### src/rtl/regfile_write_arbiter_if.sv
// Writeback request bundle for the two requester ports and the
// register-file write port that the arbiter drives.
// Ports: a_*/b_* valid/ready/addr/data requests, rf_we/rf_wm/rf_d, pending mask.
interface regfile_write_arbiter_if #(
    parameter int AW = 5,
    parameter int DW = 32
);
    logic              a_valid;
    logic              a_ready;
    logic [AW-1:0]     a_addr;
    logic [DW-1:0]     a_data;
    logic              b_valid;
    logic              b_ready;
    logic [AW-1:0]     b_addr;
    logic [DW-1:0]     b_data;
    logic              rf_we;
    logic [AW-1:0]     rf_wm;
    logic [DW-1:0]     rf_d;
    logic [2**AW-1:0]  pending;

    modport master (
        output a_valid, a_addr, a_data,
        output b_valid, b_addr, b_data,
        input  a_ready, b_ready,
        input  rf_we, rf_wm, rf_d, pending
    );

    modport slave (
        input  a_valid, a_addr, a_data,
        input  b_valid, b_addr, b_data,
        output a_ready, b_ready,
        output rf_we, rf_wm, rf_d, pending
    );
endinterface

### src/rtl/regfile_write_arbiter.sv
// Two-port writeback arbiter: per-port FIFOs drained round-robin into a
// registered register-file write port, plus a pending-destination mask.
// Ports: clk, resetn (async active-low), bus (slave modport: a_*/b_* requests,
// rf_we/rf_wm/rf_d write port, pending mask).
// Option: define REGARB_ZERO_REG_EN to make register 0 a hard-zero sink.
module regfile_write_arbiter #(
    parameter int DEPTH = 2,
    parameter int AW    = 5,
    parameter int DW    = 32
) (
    input logic                   clk,
    input logic                   resetn,
    regfile_write_arbiter_if.slave bus
);
    localparam int IW = $clog2(DEPTH);
    localparam int PW = IW + 1;
    localparam int NR = 2**AW;

`ifdef REGARB_ZERO_REG_EN
    localparam bit ZERO_REG = 1'b1;
`else
    localparam bit ZERO_REG = 1'b0;
`endif

    typedef struct packed {
        logic [AW-1:0] addr;
        logic [DW-1:0] data;
    } ent_t;

    ent_t mem_a [DEPTH];
    ent_t mem_b [DEPTH];

    logic [PW-1:0] wp_a, rp_a, wp_b, rp_b;
    logic [PW-1:0] cnt_a, cnt_b;
    logic          full_a, full_b;
    logic          empty_a, empty_b;
    logic          acc_a, acc_b;
    logic          pop_a, pop_b, pop;
    logic          rr_b;
    logic          drop;
    ent_t          head;
    logic          rf_we_q;
    logic [AW-1:0] rf_wm_q;
    logic [DW-1:0] rf_d_q;
    logic [NR-1:0] pend;

    // Pointers carry one extra wrap bit to tell full from empty.
    assign full_a  = (wp_a[IW] != rp_a[IW]) &&
                     (wp_a[IW-1:0] == rp_a[IW-1:0]);
    assign full_b  = (wp_b[IW] != rp_b[IW]) &&
                     (wp_b[IW-1:0] == rp_b[IW-1:0]);
    assign empty_a = (wp_a == rp_a);
    assign empty_b = (wp_b == rp_b);
    assign cnt_a   = wp_a - rp_a;
    assign cnt_b   = wp_b - rp_b;

    assign acc_a = bus.a_valid && !full_a;
    assign acc_b = bus.b_valid && !full_b;

    // rr_b=1 means B wins the next contended cycle.
    assign pop_a = !empty_a && (empty_b || !rr_b);
    assign pop_b = !empty_b && (empty_a || rr_b);
    assign pop   = pop_a || pop_b;

    assign head = pop_a ? mem_a[rp_a[IW-1:0]] : mem_b[rp_b[IW-1:0]];
    assign drop = ZERO_REG && (head.addr == '0);

    always_ff @(posedge clk) begin
        if (acc_a) mem_a[wp_a[IW-1:0]] <= {bus.a_addr, bus.a_data};
        if (acc_b) mem_b[wp_b[IW-1:0]] <= {bus.b_addr, bus.b_data};
    end

    always_ff @(posedge clk or negedge resetn) begin
        if (!resetn) begin
            wp_a    <= '0;
            rp_a    <= '0;
            wp_b    <= '0;
            rp_b    <= '0;
            rr_b    <= 1'b0;
            rf_we_q <= 1'b0;
            rf_wm_q <= '0;
            rf_d_q  <= '0;
        end else begin
            if (acc_a) wp_a <= wp_a + PW'(1);
            if (acc_b) wp_b <= wp_b + PW'(1);
            if (pop_a) rp_a <= rp_a + PW'(1);
            if (pop_b) rp_b <= rp_b + PW'(1);
            if (!empty_a && !empty_b) rr_b <= !rr_b;
            rf_we_q <= pop && !drop;
            if (pop) begin
                rf_wm_q <= head.addr;
                rf_d_q  <= head.data;
            end
        end
    end

    // Walk occupied slots from the read pointer; slot count = occupancy.
    always_comb begin
        pend = '0;
        for (int k = 0; k < DEPTH; k++) begin
            if (PW'(k) < cnt_a) begin
                if (!(ZERO_REG &&
                      mem_a[rp_a[IW-1:0] + IW'(k)].addr == '0))
                    pend[mem_a[rp_a[IW-1:0] + IW'(k)].addr] = 1'b1;
            end
            if (PW'(k) < cnt_b) begin
                if (!(ZERO_REG &&
                      mem_b[rp_b[IW-1:0] + IW'(k)].addr == '0))
                    pend[mem_b[rp_b[IW-1:0] + IW'(k)].addr] = 1'b1;
            end
        end
        if (rf_we_q) pend[rf_wm_q] = 1'b1;
    end

    assign bus.a_ready = !full_a;
    assign bus.b_ready = !full_b;
    assign bus.rf_we   = rf_we_q;
    assign bus.rf_wm   = rf_wm_q;
    assign bus.rf_d    = rf_d_q;
    assign bus.pending = pend;
endmodule

### src/flat_wrapper.sv
// flat-port wrapper written by rule: the top's interface ports become plain ports
module regfile_write_arbiter_flat 
#(
    parameter int DEPTH = 2,
    parameter int AW    = 5,
    parameter int DW    = 32
)
  (clk, resetn, bus_a_valid, bus_a_addr, bus_a_data, bus_b_valid, bus_b_addr, bus_b_data, bus_a_ready, bus_b_ready, bus_rf_we, bus_rf_wm, bus_rf_d, bus_pending);
  regfile_write_arbiter_if #(.AW(AW), .DW(DW)) bus_i ();
  input logic clk;
  input logic resetn;
  input wire logic [$bits(bus_i.a_valid)-1:0] bus_a_valid;
  input wire logic [$bits(bus_i.a_addr)-1:0] bus_a_addr;
  input wire logic [$bits(bus_i.a_data)-1:0] bus_a_data;
  input wire logic [$bits(bus_i.b_valid)-1:0] bus_b_valid;
  input wire logic [$bits(bus_i.b_addr)-1:0] bus_b_addr;
  input wire logic [$bits(bus_i.b_data)-1:0] bus_b_data;
  output wire logic [$bits(bus_i.a_ready)-1:0] bus_a_ready;
  output wire logic [$bits(bus_i.b_ready)-1:0] bus_b_ready;
  output wire logic [$bits(bus_i.rf_we)-1:0] bus_rf_we;
  output wire logic [$bits(bus_i.rf_wm)-1:0] bus_rf_wm;
  output wire logic [$bits(bus_i.rf_d)-1:0] bus_rf_d;
  output wire logic [$bits(bus_i.pending)-1:0] bus_pending;
  assign bus_i.a_valid = bus_a_valid;
  assign bus_i.a_addr = bus_a_addr;
  assign bus_i.a_data = bus_a_data;
  assign bus_i.b_valid = bus_b_valid;
  assign bus_i.b_addr = bus_b_addr;
  assign bus_i.b_data = bus_b_data;
  assign bus_a_ready = bus_i.a_ready;
  assign bus_b_ready = bus_i.b_ready;
  assign bus_rf_we = bus_i.rf_we;
  assign bus_rf_wm = bus_i.rf_wm;
  assign bus_rf_d = bus_i.rf_d;
  assign bus_pending = bus_i.pending;
  regfile_write_arbiter #(.DEPTH(DEPTH), .AW(AW), .DW(DW)) u_core (.clk(clk), .resetn(resetn), .bus(bus_i));
endmodule
### config.mk
export PLATFORM = sky130hd
export DESIGN_NAME = regfile_write_arbiter_flat
export DESIGN_NICKNAME = d
export VERILOG_FILES = /design/src/rtl/regfile_write_arbiter_if.sv /design/src/rtl/regfile_write_arbiter.sv /design/src/flat_wrapper.sv
export SDC_FILE = /design/constraint.sdc
export NUM_CORES = 1
export LEC_CHECK = 0
export BUFFER_PORTS_ARGS = -buffer_cell sky130_fd_sc_hd__clkbuf_2
export CORE_MARGIN = 2
export CORE_UTILIZATION = 40
export DETAILED_ROUTE_END_ITERATION = 12
export GPL_ROUTABILITY_DRIVEN = 1
export MAX_ROUTING_LAYER = met4
export PLACE_DENSITY = 0.56
export SETUP_SLACK_MARGIN = 0.3
export SYNTH_ARGS = -nofsm -noshare
export SYNTH_HDL_FRONTEND = slang
export SYNTH_SLANG_ARGS = --single-unit
### constraint.sdc
create_clock -name clk -period 3.9 [get_ports clk]
set_input_delay 0.39 -clock clk [delete_from_list [all_inputs] [get_ports clk]]
set_output_delay 0.39 -clock clk [all_outputs]
set_load 0.05 [all_outputs]
Word level (Yosys, flattened, before mapping):

Memory sizes are Yosys's and may differ from the RTL's.
Index checks and enable logic that the tools add are counted.

* multiplexer cells: 20
* add/sub/neg operators: 8
* bitwise operators: 4
* reductions and logical operators: 20
* eq/ne operators: 6
* magnitude comparators: 14

Operators by type and width (count)
* $mux W32: 5
* $or A32 B32 Y32: 4
* $mux W37: 1
* $lt A5 B6 Y1 const B: 5
* $demux W1 S5: 5
* $ge A5 B1 Y1 const B: 5
* $logic_and A1 B1 Y1: 12
* $mux W1: 9
* $add A2 B1 Y2 const B: 4
* $lt A1 B2 Y1 const A: 4
* $logic_not A1 Y1: 5
* $eq A2 B2 Y1: 2
* $sub A2 B2 Y2: 2
* $logic_or A1 B1 Y1: 3
* $add A1 B1 Y1 const B: 2
* $eq A1 B1 Y1: 2
* $ne A1 B1 Y1: 2

* word-level logic and storage cells: 82
* input bits: 78
* bits in writable memories: 148
* output and inout port bits: 72
* register bits: 47
* memories: 2

Memories
* u_core.mem_a: words 2, width 37, rd ports 2, clocked after Yosys merged registers in 0, write ports 1, RTL line regfile_write_arbiter.sv:30 `ent_t mem_a [DEPTH];`
* u_core.mem_b: words 2, width 37, rd ports 2, clocked after Yosys merged registers in 0, write ports 1, RTL line regfile_write_arbiter.sv:31 `ent_t mem_b [DEPTH];`

Logic depth before layout (Yosys ltp):

An unclocked memory read counts as a cell.

* word-level depth: 14
* depth in mapped cells: 9
* mapped depth without buffers: 6

Worst setup path before layout:

OpenSTA, ideal clock, no wires.

* kind: register to register
* start point: register u_core.rp_a[0]
* end point: memory u_core.mem_a[0][0] (netlist bit), enable pin
* data arrival time: 3.045 ns
* buffers on the path: 1
* required time: 3.469 ns
* setup slack: 0.424 ns
* library setup time: 0.431 ns
* cell stages (with the launch flop): 6
* cell sequence: dfrtp_1 -> ha_1 -> clkbuf_2 -> nand2b_1 -> nand2_1 -> nor2_1

* word-level cells in the longest chain between the ends: 6

Ends and longest elaborated chain
* from (decl): RTL line regfile_write_arbiter.sv:33 `logic [PW-1:0] wp_a, rp_a, wp_b, rp_b;`
* from (signal assigned): RTL line regfile_write_arbiter.sv:86 `if (pop_a) rp_a <= rp_a + PW'(1);`
* $eq A1 B1 Y1: RTL line regfile_write_arbiter.sv:49 `(wp_a[IW-1:0] == rp_a[IW-1:0]);`
* $logic_and A1 B1 Y1: RTL line regfile_write_arbiter.sv:48 `assign full_a = (wp_a[IW] != rp_a[IW]) &&`
* $logic_not A1 Y1
* via bus_a_ready: RTL line flat_wrapper.sv:18 `output wire logic [$bits(bus_i.a_ready)-1:0] bus_a_ready;`
* $logic_and A1 B1 Y1: RTL line regfile_write_arbiter.sv:57 `assign acc_a = bus.a_valid && !full_a;`
* $mux W1: RTL line regfile_write_arbiter.sv:69 `if (acc_a) mem_a[wp_a[IW-1:0]] <= {bus.a_addr, bus.a_data};`
* $mux W1 (not written as such): RTL line regfile_write_arbiter.sv:69
* to (decl): RTL line regfile_write_arbiter.sv:30

The timed path passes the listed nets, and every way through them passes these cells.

Final worst setup path:

* start point: register u_core.rp_a[0]
* end point: output bus_pending[17]

* word-level cells in the longest chain between the ends: 14

Ends and longest elaborated chain
* $mem_v2 Z2 W37
* $lt A5 B6 Y1 (not written as such) / $ge A5 B1 Y1 (equally long branches): RTL line regfile_write_arbiter.sv:104 `pend[mem_a[rp_a[IW-1:0] + IW'(k)].addr] = 1'b1;`
* $logic_and A1 B1 Y1 (not written as such): RTL line regfile_write_arbiter.sv:104
* $mux W1 (not written as such): RTL line regfile_write_arbiter.sv:104
* $demux W1 S5
* $mux W32: RTL line regfile_write_arbiter.sv:101 `if (PW'(k) < cnt_a) begin`
* $or A32 B32 Y32 (no source line)
* $mux W32: RTL line regfile_write_arbiter.sv:106 `if (PW'(k) < cnt_b) begin`
* $or A32 B32 Y32 (no source line)
* $mux W32 (*): RTL line regfile_write_arbiter.sv:101
* $or A32 B32 Y32 (no source line)
* $mux W32 (*): RTL line regfile_write_arbiter.sv:106
* $or A32 B32 Y32 (no source line)
* $mux W32 (*): RTL line regfile_write_arbiter.sv:112 `if (rf_we_q) pend[rf_wm_q] = 1'b1;`
* to (decl): RTL line flat_wrapper.sv:23 `output wire logic [$bits(bus_i.pending)-1:0] bus_pending;`

Every way passes the cells marked *; elsewhere a longest branch is shown, timed or not.

==> impl_results.md <==
- Run status: finished, final reports clean
- Worst-skew pair later-pin latency: 0.44 ns
- Ratio of cells with drive above 1 in the final layout: 31.03%
- GR Layer Usage met1: 26.74%
- CP Max Fanout: 42
- Max-cap viol count: 0
- Layout Utilization: 47.82%
- Number of synthesized flops with an enable pin: 148
- RSZ-0062 raised after global routing: yes
- Initial antenna violation count: 1
- GRT Total Usage: 21.70%
- Skew final: 0.01819 ns
- Syn Area/Cell: 13.34 sq um
- Post-Synth Adder-Cell Area: 0.2583%
- Die area: 25480 sq um
- First-pass GRT wire length: 41.44 mm
- Synth Register Bits: 195
- TritonCTS Buffers: 17
- Hold WS: 0.1335 ns
- Share of the synthesized area in the top cell type: 45.88%
- Final #Nets: 937
- Cell variety after synth: 59
- DRC violations left: 0
- Layout area overhead: 16.56%
- Largest family of logic cells by synthesized area: compound AO/OA/AOI/OAI gates
- Non-filler instance count after layout: 1190
- Met3 Usage GRT: 4.597%
- Mapped cell area: 9687 sq um
- Final Slew Violations: 0
- Final HPWL DP: 18.56 mm
- CTS sink count: 195
- Post-Synthesis Cells: 726
- Crit path kind: reg2out
- Vias in the first global route: 7007
- Top post-synthesis cells by area: edfxtp_1 46%, dfrtp_1 12%, mux2i_1 8.0%, a211oi_1 5.5%, a221o_1 3.9%
- Hold crit path type: in2reg
- H-tree depth: 4
- Fin crit share: 90.31%
- CTS tree: done
- Most instantiated cells after synthesis: 148 x edfxtp_1, 77 x mux2i_1, 71 x a211oi_1, 47 x a21oi_1, 47 x dfrtp_1
- Critical path required time: 3.51 ns
- Drt first pass iters: 5
- Largest net degree at the start of global routing: 78
- Number of I/O port buffers: 149
- XOR/XNOR Fraction of Synth Area: 1.485%
- Vias per cell: 5.769
- Met2 usage: 35.81%
- Post-synth ARST share: 24.10%
- Initial Utilization: 41.02%
- Clock root buffer: clkbuf_16
- Crit start category: flop
- Layout fillers: 2119
- I/O pin cnt: 150
- Count leader, synth: edfxtp_1
- Most Used Layer, Global Route: met2
- Routability congestion estimate: 0.8771
- CP arrival: 3.13 ns
- Clock Tree Buf Depth: 2
- Post-placement cell count: 1156
- Die Height: 159.6 um
- Simple-gate share of the synthesized area: 9.985%
- Slew margin rel.: 33.12%
- ANT nets after route: 0
- Synth area leader: edfxtp_1
- Drt wl/cell: 22.49 um
- Remaining global-route overflow: 0
- Synth Area in Compound Gates: 17.81%
- Via count: 6865
- Core ar.: 23610 sq um
- Seq/Total Area, Yosys: 58.02%
- Worst-Margin Slew: 1.003 ns
- Final setup TNS: 0 ns
- Core Rows: 56
- Endpoint class of the critical path: output port
- Drt initial violations: 506
- Ys flop type: edfxtp_1
- Post-route minimum period: 3.522 ns
- Die W: 159.6 um
- Yosys warning total: 0
- Worst-path clk slew: 0.08 ns
- Hold Vio Cnt, Final: 0
- Setup violators final: 0
- Routed wire length: 26.76 mm
- Maximum clock frequency: 283.9 MHz
- Mux cell area share after synthesis: 8.887%
- Post-Synthesis Net Count: 806
[what timing repair did]
item	4_1_cts	5_1_grt
setup buffers	0	0
endpoints found under the hold margin	15	0
pin swaps	0	0
gates resized for setup	1	4
setup endpoints to repair	1	20
hold buffers	1	0
[flip-flops by register name, summed over array words and instances (netlist names)]
| name | flops |
|---|---|
| u_core.mem_a | 74 |
| u_core.mem_b | 74 |
| u_core.bus.rf_d | 32 |
| u_core.bus.rf_wm | 5 |
| u_core.rp_a | 2 |
| u_core.rp_b | 2 |
| u_core.wp_a | 2 |
| u_core.wp_b | 2 |
| u_core.bus.rf_we | 1 |
| u_core.rr_b | 1 |
[cell families (layout without fill, tap and decap cells)]
group                    Yosys count  count (layout)
AND/OR/NAND/NOR                  156             156
other                              0               1
XOR/XNOR                          13              13
multiplexers                      85              85
flip-flops                       195             195
buffers and inverters             60             204
adder cells (fa/ha/maj)            2               2
AO/OA/AOI/OAI                    215             215
[stage by stage]
| step | cell area [sq um] | worst slack [ns] |
|---|---|---|
| 6_report | 11290 | 0.3778 |
| 5_1_grt | 11290 | 0.2494 |
| 4_1_cts | 11260 | 0.3256 |
| 3_5_place_dp | 10660 | 0.7386 |
| 3_3_place_gp | 10660 | 0.8455 |
| 2_1_floorplan | 9687 | 0.4239 |
[path summary, 6_finish.rpt]
path                                             from                               to  slack, ns  depth (start not counted)
setup / recovery           u_core.rp_a[0]$_DFFE_PN0P_                  bus_pending[17]       0.38                          6
hold / removal                         bus_a_data[17]    u_core.mem_a[1][17]$_DFFE_PP_       0.13                          1
setup reg to reg           u_core.rp_a[0]$_DFFE_PN0P_   u_core.bus.rf_d[9]$_DFFE_PN0P_       0.74                          6
hold reg to reg            u_core.wp_b[1]$_DFFE_PN0P_       u_core.wp_b[1]$_DFFE_PN0P_       0.53                          1
max in group asynchronous                      resetn       u_core.rp_b[0]$_DFFE_PN0P_       2.59                          3
min in group asynchronous                      resetn  u_core.bus.rf_d[22]$_DFFE_PN0P_       0.43                          2
[layout by cell type, fill, tap and decap left out, drive strengths merged, types with 5 or more instances in the layout]
master	netlist	routed
a211oi	73	73
a21oi	51	51
a221o	61	61
buf	31	14
clkbuf	21	167
clkinv	0	5
dfrtp	47	47
edfxtp	148	148
inv	8	17
mux2	8	8
mux2i	77	77
nand2	14	14
nand2b	12	12
nand3	6	6
nand3b	7	7
nand4b	5	5
nor2	36	36
nor3	13	13
nor3b	36	36
o32ai	5	5
or3b	7	7
xnor2	8	8
[layout make-up]
class	count	area, sq um	share of cell area (%)
Antenna cell	1	2.502	0.02216
Clock buffer	18	429.2	3.801
Clock inverter	14	155.1	1.374
Inverter	8	30.03	0.2660
Multi-Input combinational cell	471	3785	33.52
Sequential cell	195	5629	49.86
Tap cell	319	399.1	3.535
Timing Repair Buffer	164	860.8	7.624
[routing by layer]
metal | vias to the layer above | part of all wire (%)
met3 | 33 | 5.1
met4 | 0 | 2.5
met2 | 188 | 49
li1 | 3220 | -
met1 | 3424 | 44
met5 | - | 0
[critical path, stage by stage, from the launching register on]
cell,delay (ns)
dfrtp_4,0.74
ha_2,0.26
xnor3_2,0.38
nor3_2,0.60
a221o_1,0.31
a221o_2,0.13
clkbuf_2,0.28
Power is left out: the tool's default activity adds up to more than one toggle a clock period on the data nets, which glitch-free logic cannot reach.
